**src/rtl/fft_pkg.sv**
```systemverilog
// Shared definitions for the FFT control slice: default transform geometry,
// the sequencer state encoding, and the stage / pair index types the AGU uses.
package fft_pkg;

    localparam int FFT_N          = 32;
    localparam int FFT_LOG2N      = $clog2(FFT_N);
    localparam int FFT_BF_LATENCY = 3;

    typedef enum logic [1:0] {
        IDLE  = 2'd0,
        RUN   = 2'd1,
        DRAIN = 2'd2,
        DONE  = 2'd3
    } state_t;

    typedef logic [FFT_LOG2N-1:0] stage_t;
    typedef logic [FFT_LOG2N-2:0] pair_t;

endpackage

```
**src/rtl/fft_ctrl_delay.sv**
```systemverilog
// Fixed-depth shift register that follows each issued butterfly through the
// AGU + memory + butterfly pipeline, so write-back strobes line up with data.
module fft_ctrl_delay #(
    parameter int DEPTH = 3,
    parameter int WIDTH = 10
) (
    input  logic             clk,
    input  logic             rst,
    input  logic [WIDTH-1:0] din,
    output logic [WIDTH-1:0] dout
);

    logic [WIDTH-1:0] taps [DEPTH];

    // Shift one tap per cycle; a reset flushes every in-flight entry.
    always_ff @(posedge clk) begin
        if (rst) begin
            // NOTE: this array is cleared on reset on purpose - each tap carries
            // a valid bit, and a stale one would emit a spurious write-back.
            for (int i = 0; i < DEPTH; i++) begin
                taps[i] <= '0;
            end
        end else begin
            taps[0] <= din;
            for (int i = 1; i < DEPTH; i++) begin
                taps[i] <= taps[i-1];
            end
        end
    end

    assign dout = taps[DEPTH-1];

endmodule

```
**src/rtl/fft_ctrl_seq.sv**
```systemverilog
// In-place radix-2 FFT sequencer: walks LOG2N stages of N/2 butterfly pairs,
// leaves a BF_LATENCY-cycle drain gap between stages, and delays each issue
// to produce the matching write-back strobe.
// Optional performance counters are built when FFT_CTRL_PERF_EN is defined.
module fft_ctrl_seq
    import fft_pkg::*;
#(
    parameter  int N          = FFT_N,
    parameter  int BF_LATENCY = FFT_BF_LATENCY,
    localparam int LOG2N      = $clog2(N)
) (
    input  logic             clk,
    input  logic             rst,
    input  logic             start,
    output logic [LOG2N-1:0] stage,
    output logic [LOG2N-2:0] pair_id,
    output logic             rd_en,
    output logic             wr_en,
    output logic [LOG2N-1:0] wr_stage,
    output logic [LOG2N-2:0] wr_pair_id,
    output logic             busy,
    output logic             done
`ifdef FFT_CTRL_PERF_EN
    ,
    output logic [15:0]      cycle_count,
    output logic [15:0]      xform_count
`endif
);

    localparam int DW  = (BF_LATENCY > 1) ? $clog2(BF_LATENCY) : 1;
    localparam int DLW = 1 + LOG2N + (LOG2N - 1);

    localparam logic [LOG2N-2:0] PAIR_LAST  = (LOG2N-1)'(N/2 - 1);
    localparam logic [LOG2N-1:0] STAGE_LAST = LOG2N'(LOG2N - 1);
    localparam logic [DW-1:0]    DRAIN_LAST = DW'(BF_LATENCY - 1);

    state_t           state;
    logic [DW-1:0]    drain_cnt;
    logic [DLW-1:0]   wb_word;

    // Sequencer FSM; every output is registered alongside the state.
    always_ff @(posedge clk) begin
        if (rst) begin
            state     <= IDLE;
            stage     <= '0;
            pair_id   <= '0;
            drain_cnt <= '0;
            rd_en     <= 1'b0;
            busy      <= 1'b0;
            done      <= 1'b0;
        end else begin
            // NOTE: non-blocking assignments throughout, so every branch below
            // reads the pre-edge values of stage / pair_id / drain_cnt.
            case (state)
                IDLE: begin
                    done <= 1'b0;
                    if (start) begin
                        state   <= RUN;
                        stage   <= '0;
                        pair_id <= '0;
                        rd_en   <= 1'b1;
                        busy    <= 1'b1;
                    end
                end
                RUN: begin
                    if (pair_id == PAIR_LAST) begin
                        state     <= DRAIN;
                        pair_id   <= '0;
                        rd_en     <= 1'b0;
                        drain_cnt <= '0;
                    end else begin
                        pair_id <= pair_id + 1'b1;
                    end
                end
                DRAIN: begin
                    if (drain_cnt == DRAIN_LAST) begin
                        if (stage < STAGE_LAST) begin
                            state <= RUN;
                            stage <= stage + 1'b1;
                            rd_en <= 1'b1;
                        end else begin
                            state <= DONE;
                            busy  <= 1'b0;
                            done  <= 1'b1;
                        end
                    end else begin
                        drain_cnt <= drain_cnt + 1'b1;
                    end
                end
                DONE: begin
                    state <= IDLE;
                    done  <= 1'b0;
                    stage <= '0;
                end
                default: begin
                    state <= IDLE;
                end
            endcase
        end
    end

    fft_ctrl_delay #(
        .DEPTH (BF_LATENCY),
        .WIDTH (DLW)
    ) u_delay (
        .clk  (clk),
        .rst  (rst),
        .din  ({rd_en, stage, pair_id}),
        .dout (wb_word)
    );

    assign {wr_en, wr_stage, wr_pair_id} = wb_word;

`ifdef FFT_CTRL_PERF_EN
    // Cycle count restarts on each accepted start; transform count wraps.
    always_ff @(posedge clk) begin
        if (rst) begin
            cycle_count <= '0;
            xform_count <= '0;
        end else begin
            if (state == IDLE && start) begin
                cycle_count <= '0;
            end else if (busy) begin
                cycle_count <= cycle_count + 16'd1;
            end
            if (done) begin
                xform_count <= xform_count + 16'd1;
            end
        end
    end
`endif

endmodule

```
**config.mk**
```make
export PLATFORM = sky130hd
export DESIGN_NAME = fft_ctrl_seq
export DESIGN_NICKNAME = d
export VERILOG_FILES = /design/src/rtl/fft_pkg.sv /design/src/rtl/fft_ctrl_delay.sv /design/src/rtl/fft_ctrl_seq.sv
export SDC_FILE = /design/constraint.sdc
export NUM_CORES = 1
export LEC_CHECK = 0
export CORE_MARGIN = 2
export CORE_UTILIZATION = 52
export DETAILED_ROUTE_END_ITERATION = 8
export PLACE_DENSITY = 0.77
export SLEW_MARGIN = 5
export SYNTH_ARGS = -nofsm -noshare
export SYNTH_HDL_FRONTEND = slang
export SYNTH_SLANG_ARGS = --single-unit
```
**constraint.sdc**
```tcl
create_clock -name clk -period 2.07 [get_ports clk]
set_input_delay 0.414 -clock clk [delete_from_list [all_inputs] [get_ports clk]]
set_output_delay 0.414 -clock clk [all_outputs]
set_load 0.03 [all_outputs]
```
### After elaboration in Yosys (flattened, before gate mapping)

Memories as Yosys holds them, arrays and structs flattened.
Index checks and enable logic that the tools add are counted.

| storage, ports and cells | value |
|---|---|
| memories kept | 1 |
| RAM bits | 30 |
| input bits | 3 |
| output and inout port bits | 22 |
| logic and storage cells | 73 |
| flip-flop bits (word level) | 16 |

Memories:

| name | depth | width | read ports | clocked after memory_dff | write ports | line | source |
|---|---|---|---|---|---|---|---|
| u_delay.taps | 3 | 10 | 3 | 0 | 3 | fft_ctrl_delay.sv:13 | `logic [WIDTH-1:0] taps [DEPTH];` |

| cells by class | value |
|---|---|
| equal/unequal tests | 11 |
| reduce and logical (&&, ||, !) cells | 15 |
| bitwise gates (word level) | 3 |
| add/sub/neg operators | 3 |
| muxes and demuxes | 32 |
| magnitude comparators | 1 |

Operators by type and width:

| operator | number |
|---|---|
| 10-bit two-way mux | 3 |
| 5-bit two-way mux | 3 |
| 5-bit case mux with 3 select lines | 1 |
| 2-bit two-way mux | 6 |
| 2-bit != test, second input constant | 6 |
| 1-bit two-way mux | 11 |
| 3-bit AND reduction | 3 |
| 4-bit two-way mux | 2 |
| 2-bit case mux with 4 select lines | 1 |
| 4-bit case mux with 2 select lines | 1 |
| 4-bit AND reduction | 2 |
| 2-bit nonzero test | 4 |
| 2-bit == test, second input constant | 3 |
| 3-bit nonzero test | 2 |
| 5-bit by 1-bit adder with 5-bit output, second input constant | 1 |
| 5-bit by 3-bit less-than comparator with 1-bit output, second input constant | 1 |
| 5-bit AND reduction | 1 |
| 4-bit by 1-bit adder with 4-bit output, second input constant | 1 |
| 4-bit == test, second input constant | 1 |
| 1-bit case mux with 2 select lines | 2 |
| 2-bit case mux with 2 select lines | 1 |
| 1-bit OR | 3 |
| 1-bit case mux with 3 select lines | 1 |
| 2-bit by 1-bit adder with 2-bit output, second input constant | 1 |
| other kinds (4) | 4 |

### Longest topological paths before layout

| depth | value |
|---|---|
| depth in word-level cells | 4 |
| depth in mapped cells | 7 |
| gate-level depth less buffers | 6 |

### Modules after synthesis

Synthesis repeated with hierarchy kept, for this count alone.

| unflattened totals | value |
|---|---|
| cells, all modules | 168 |
| area total of the unflattened synthesis | 1794.2 um^2 |

By module, submodules not included:

| module | sequential area each (um^2) | cells an instance | area an instance (um^2) | instances |
|---|---|---|---|---|
| fft_ctrl_delay | 600.6 | 73 | 957.2 | 1 |
| fft_ctrl_seq | 320.3 | 95 | 837.1 | 1 |

### Worst setup path after synthesis

No wires, ideal clock.

| path | value |
|---|---|
| path type | flip-flop to flip-flop |
| start point | reg drain_cnt[0] |
| end point | reg rd_en |
| required time | 2.011 ns |
| path slack | 0.190 ns |
| clock period less this slack | 1.880 ns |
| stages on the path, launching flop included | 7 |
| path buffers | 0 |
| arrival time | 1.821 ns |
| library setup time | 0.059 ns |
| path through | dfxtp_1 > inv_1 > ha_1 > or4b_1 > a221o_1 > or4_1 > nand2_1 |

| on the way | value |
|---|---|
| longest elaborated chain between the ends | 3 |

RTL lines:

| what | line | source |
|---|---|---|
| from (decl) | fft_ctrl_seq.sv:38 | `logic [DW-1:0] drain_cnt;` |
| from (signal assigned) | fft_ctrl_seq.sv:87 | `drain_cnt <= drain_cnt + 1'b1;` |
| 2-bit == test | fft_ctrl_seq.sv:76 | `if (drain_cnt == DRAIN_LAST) begin` |
| 2-bit != test (no line) | - |  |
| 5-bit AND reduction (no line) | - |  |
| to (signal assigned) | fft_ctrl_seq.sv:61 | `rd_en <= 1'b1;` |
| to (signal assigned) | fft_ctrl_seq.sv:69 | `rd_en <= 1'b0;` |
| to (signal assigned) | fft_ctrl_seq.sv:80 | `rd_en <= 1'b1;` |
| to (decl) | fft_ctrl_seq.sv:17 | `output logic rd_en,` |

No other way between the ends.
A chain may end at the register's enable or synchronous reset.

### Worst setup path after layout

| path | value |
|---|---|
| start point | reg stage[2] |
| end point | out stage[2] |

RTL lines:

| what | line | source |
|---|---|---|
| from (decl) | fft_ctrl_seq.sv:15 | `output logic [LOG2N-1:0] stage,` |
| from (signal assigned) | fft_ctrl_seq.sv:79 | `stage <= stage + 1'b1;` |

No word-level cell between the ends.

==> out/summary.md <==
The flow ran to the end, and the final reports show no timing, DRC or antenna violations. Timing would allow up to 508 MHz. For the number of global-route vias before repair, the log shows 1,045.

The data arrival at the endpoint of the critical path is 1560 ps, and the largest net degree at the start of global routing is 24. Final worst-path setup slack: 101 ps. The launch instance of the worst register-to-register path is state[0].

For the placement-stage worst setup slack, the log shows 167 ps. Setup repair after global routing left no endpoint under its margin. Clock-pin slew was measured on the worst setup and hold paths at 130 ps. STA classifies the critical path endpoint as an output port.

The number of nets in the synthesized netlist is 182. For this run, design rule violations remaining after detail routing come to 0. The number of buffers inserted for hold repair after clock tree synthesis was 0; the required time reported for the critical path endpoint was 1660 ps. In this run the worst path has a maximum fanout of 7.

The tools report the number of core rows as 20. The first global-routing pass estimated 4380 um of wire. The wire length after detailed routing was 2700 um; the number of max-slew violations in the final report was 0. The mux cell area share after synthesis was 0.00586.

The share of the synthesized netlist area taken by xor and xnor gates is 0, and the leakage dissipation is 0.821 nW. The number of clock buffers inserted by TritonCTS is 5, and the tightest slew margin relative to the limit is 0.656. The worst hold-check path type is flip-flop to flip-flop. The tools report the number of hold violations in the final report as 0. At the pin with the least slew margin, the transition time is 515 ps.

The largest single stage delay on the critical path is 720 ps. Core area: 3080 um^2. The post-CTS setup buffer count came out at 0. From synthesis to final layout, the design area changed by 20.1%. Number of warnings reported in the yosys synthesis log: 0.

The largest area contributor in the synthesized netlist was sky130_fd_sc_hd__dfxtp_1. The mean instance size in the synthesized netlist came out at 9.94 um^2. In this run, the number of DRC markers left after iteration 0 of detailed routing was 72. The worst-case IR drop observed on VDD is 620 uV.

After synthesis, the largest family of logic cells by area is simple AND/OR/NAND/NOR gates. Leaving out fill and tap cells, the most frequent cell in the layout is sky130_fd_sc_hd__dfxtp_1. Walking the worst path, the cells encountered are clkdlybuf4s50_1. The number of antenna violations at the first check in global routing is 0, and the starting utilization of the core area is 0.555. By area the synthesized netlist is led by sky130_fd_sc_hd__dfxtp_1, sky130_fd_sc_hd__nor2b_1, sky130_fd_sc_hd__ha_1. Yosys mapped the design onto 35 distinct sky130hd cell types. The number of buffers between clock root and the deepest sink is 2, and the total number of H-tree levels is 2. The number of antenna diodes in the final layout is 0. Library cell contributing the largest single delay on the critical path: sky130_fd_sc_hd__clkdlybuf4s50_1. In the synthesized netlist, the number of instances is 172.

Category of the critical setup timing path: flip-flop to output port. The final clock period utilization by the worst path came out at 0.951. After filler insertion, the fill cell instance count of the layout stands at 258. The logs give 340 ps for the clock insertion delay at the later pin of the skew report and 0 for the post-detailed-route count of antenna-violating nets.

Post-synthesis share of cell area spent on full adders, half adders and majority gates: 0.0512. The total buffers and inverters traversed by the critical path is 1. In this run the worst setup path begins at stage[2]. In the final design database the tool counted 201 nets. The area share of the leading cell type in the synthesized netlist works out to 0.539.

Across all hold checks on the routed design, the worst slack comes to 441 ps. The post-route clock skew is 8.21 ps, and the I/O pin count is 25. The share of final-layout standard cells stronger than drive strength 1 works out to 0.0833. Routability-driven placement finished with a final weighted congestion of 0.806. The tools report the root cell of the clock tree as sky130_fd_sc_hd__clkbuf_4. In the routed layout, each cell is associated on average with a via count of 4.94. The overall die width works out to 61.3 um.

The share of the yosys chip area belonging to registers came out at 0.539. TritonCTS built the clock tree. The total negative slack for setup checks was 0 ps; the wire length per cell after detailed routing was 11.4 um. The top cell types in the final layout, fill and taps aside, are sky130_fd_sc_hd__dfxtp_1, sky130_fd_sc_hd__nor2b_1, sky130_fd_sc_hd__clkdlybuf4s50_1. Power spread over the standard cell area amounts to 1060 nW/um^2. The floorplan step defined a die boundary enclosing 3760 um^2.

The kind of start point of the critical path is a flip-flop. The run gives 4 as the count of TritonRoute iterations in the first routing pass. The setup-violating endpoint count in the final report came out at 0. After clock tree synthesis, the repair step resized 0 gates. Complex-gate fraction of the synthesized area: 0.102. Port buffering added 24 buffers. In this run the cell area of the synthesized design comes to 1710 um^2. The final route contains 1,165 vias. The cell family contributing the most delay on the critical path is buffers and inverters. The clock sink total is 46, and the register bit total from synthesis is 46. The logs give 0.160 for the overall global routing resource usage and 0 for the number of max-cap violations.

Detailed placement ended at an HPWL of 1880 um. The synthesized-area fraction occupied by and/or/nand/nor cells is 0.225, and the minimum period implied by the final worst setup slack is 1970 ps. Measured along the y axis, the die boundary spans 61.3 um. The startpoint identified for the worst hold timing path is u_delay.taps[0][19]. Summed over all layers, the global routing overflow is 0.
[stage by stage]
step | util | power [mW] | std cells | area (um^2)
3_5_place_dp | 0.630 | 1.51 | 228 | 1940
3_3_place_gp | 0.630 | 1.49 | 228 | 1940
6_report | 0.667 | 2.17 | 236 | 2050
5_1_grt | 0.667 | 2.28 | 236 | 2050
4_1_cts | 0.667 | 2.19 | 236 | 2050
2_1_floorplan | - | 1.38 | 172 | 1710
[worst paths after layout]
path | endpoint | slack (ps) | cells after the start
setup / recovery | stage[2] | 100 | 1
hold reg to reg | u_delay.taps[0][29] | 440 | 1
hold / removal | u_delay.taps[0][29] | 440 | 1
setup reg to reg | rd_en | 180 | 6
[synth_stat cells]
master,instances
sky130_fd_sc_hd__nor3_1,5
sky130_fd_sc_hd__and2_1,2
sky130_fd_sc_hd__o21ai_0,4
sky130_fd_sc_hd__buf_1,1
sky130_fd_sc_hd__nor2b_1,29
sky130_fd_sc_hd__inv_1,8
sky130_fd_sc_hd__a21o_1,1
sky130_fd_sc_hd__a21oi_1,7
sky130_fd_sc_hd__nand4_1,1
sky130_fd_sc_hd__nor2_1,7
sky130_fd_sc_hd__or2_2,2
sky130_fd_sc_hd__buf_4,10
sky130_fd_sc_hd__clkbuf_1,6
sky130_fd_sc_hd__a32oi_1,1
sky130_fd_sc_hd__a311oi_1,1
sky130_fd_sc_hd__or3_1,2
sky130_fd_sc_hd__nand2_1,6
sky130_fd_sc_hd__nor3b_1,2
sky130_fd_sc_hd__mux2i_1,1
sky130_fd_sc_hd__o32ai_1,3
sky130_fd_sc_hd__dfxtp_1,46
sky130_fd_sc_hd__a31oi_1,1
sky130_fd_sc_hd__or4b_1,1
sky130_fd_sc_hd__o21a_1,1
sky130_fd_sc_hd__a211oi_1,2
sky130_fd_sc_hd__ha_1,7
sky130_fd_sc_hd__o22ai_1,1
sky130_fd_sc_hd__a22oi_1,1
sky130_fd_sc_hd__o31ai_1,1
sky130_fd_sc_hd__or4_1,1
sky130_fd_sc_hd__a21boi_0,1
sky130_fd_sc_hd__nand3_1,4
sky130_fd_sc_hd__a221o_1,1
sky130_fd_sc_hd__nand2b_1,4
sky130_fd_sc_hd__and2b_2,1
[logic make-up after synthesis]
family | after synthesis
muxes | 1
and+or+nand+nor | 67
adders and majority gates | 7
AOI/OAI and AO/OA | 26
buffers and inverters | 25
DFF | 46
[layer usage]
| metal | up-vias | routed length [um] | GRT usage |
|---|---|---|---|
| met2 | 31 | 1380 | 0.274 |
| met5 | - | 0 | 0 |
| met4 | 0 | 10 | 0.0486 |
| met3 | 2 | 121 | 0.0588 |
| li1 | 606 | - | - |
| met1 | 526 | 1190 | 0.188 |
[area by class of cell]
| class | instances | area, um^2 | area share |
|---|---|---|---|
| Clock buffer | 6 | 51.3 | 0.0250 |
| Clock inverter | 2 | 60.1 | 0.0293 |
| Inverter | 8 | 30.0 | 0.0146 |
| Multi-Input combinational cell | 101 | 657 | 0.320 |
| Sequential cell | 46 | 921 | 0.449 |
| Tap cell | 44 | 55.1 | 0.0268 |
| Timing Repair Buffer | 29 | 278 | 0.135 |
[power by group]
part | total [mW] | internal (mW) | switching, mW
Sequential | 0.990 | 0.944 | 0.0464
Combinational | 0.505 | 0.210 | 0.295
Clock | 0.674 | 0.409 | 0.264
[sequential cells by signal, summed over array words and instances, names as in the netlist]
register / count
drain_cnt: 2
busy: 1
pair_id: 4
stage: 5
done: 1
u_delay.taps: 30
state: 2
rd_en: 1
Note: power is estimated with default switching activity, not from simulation.
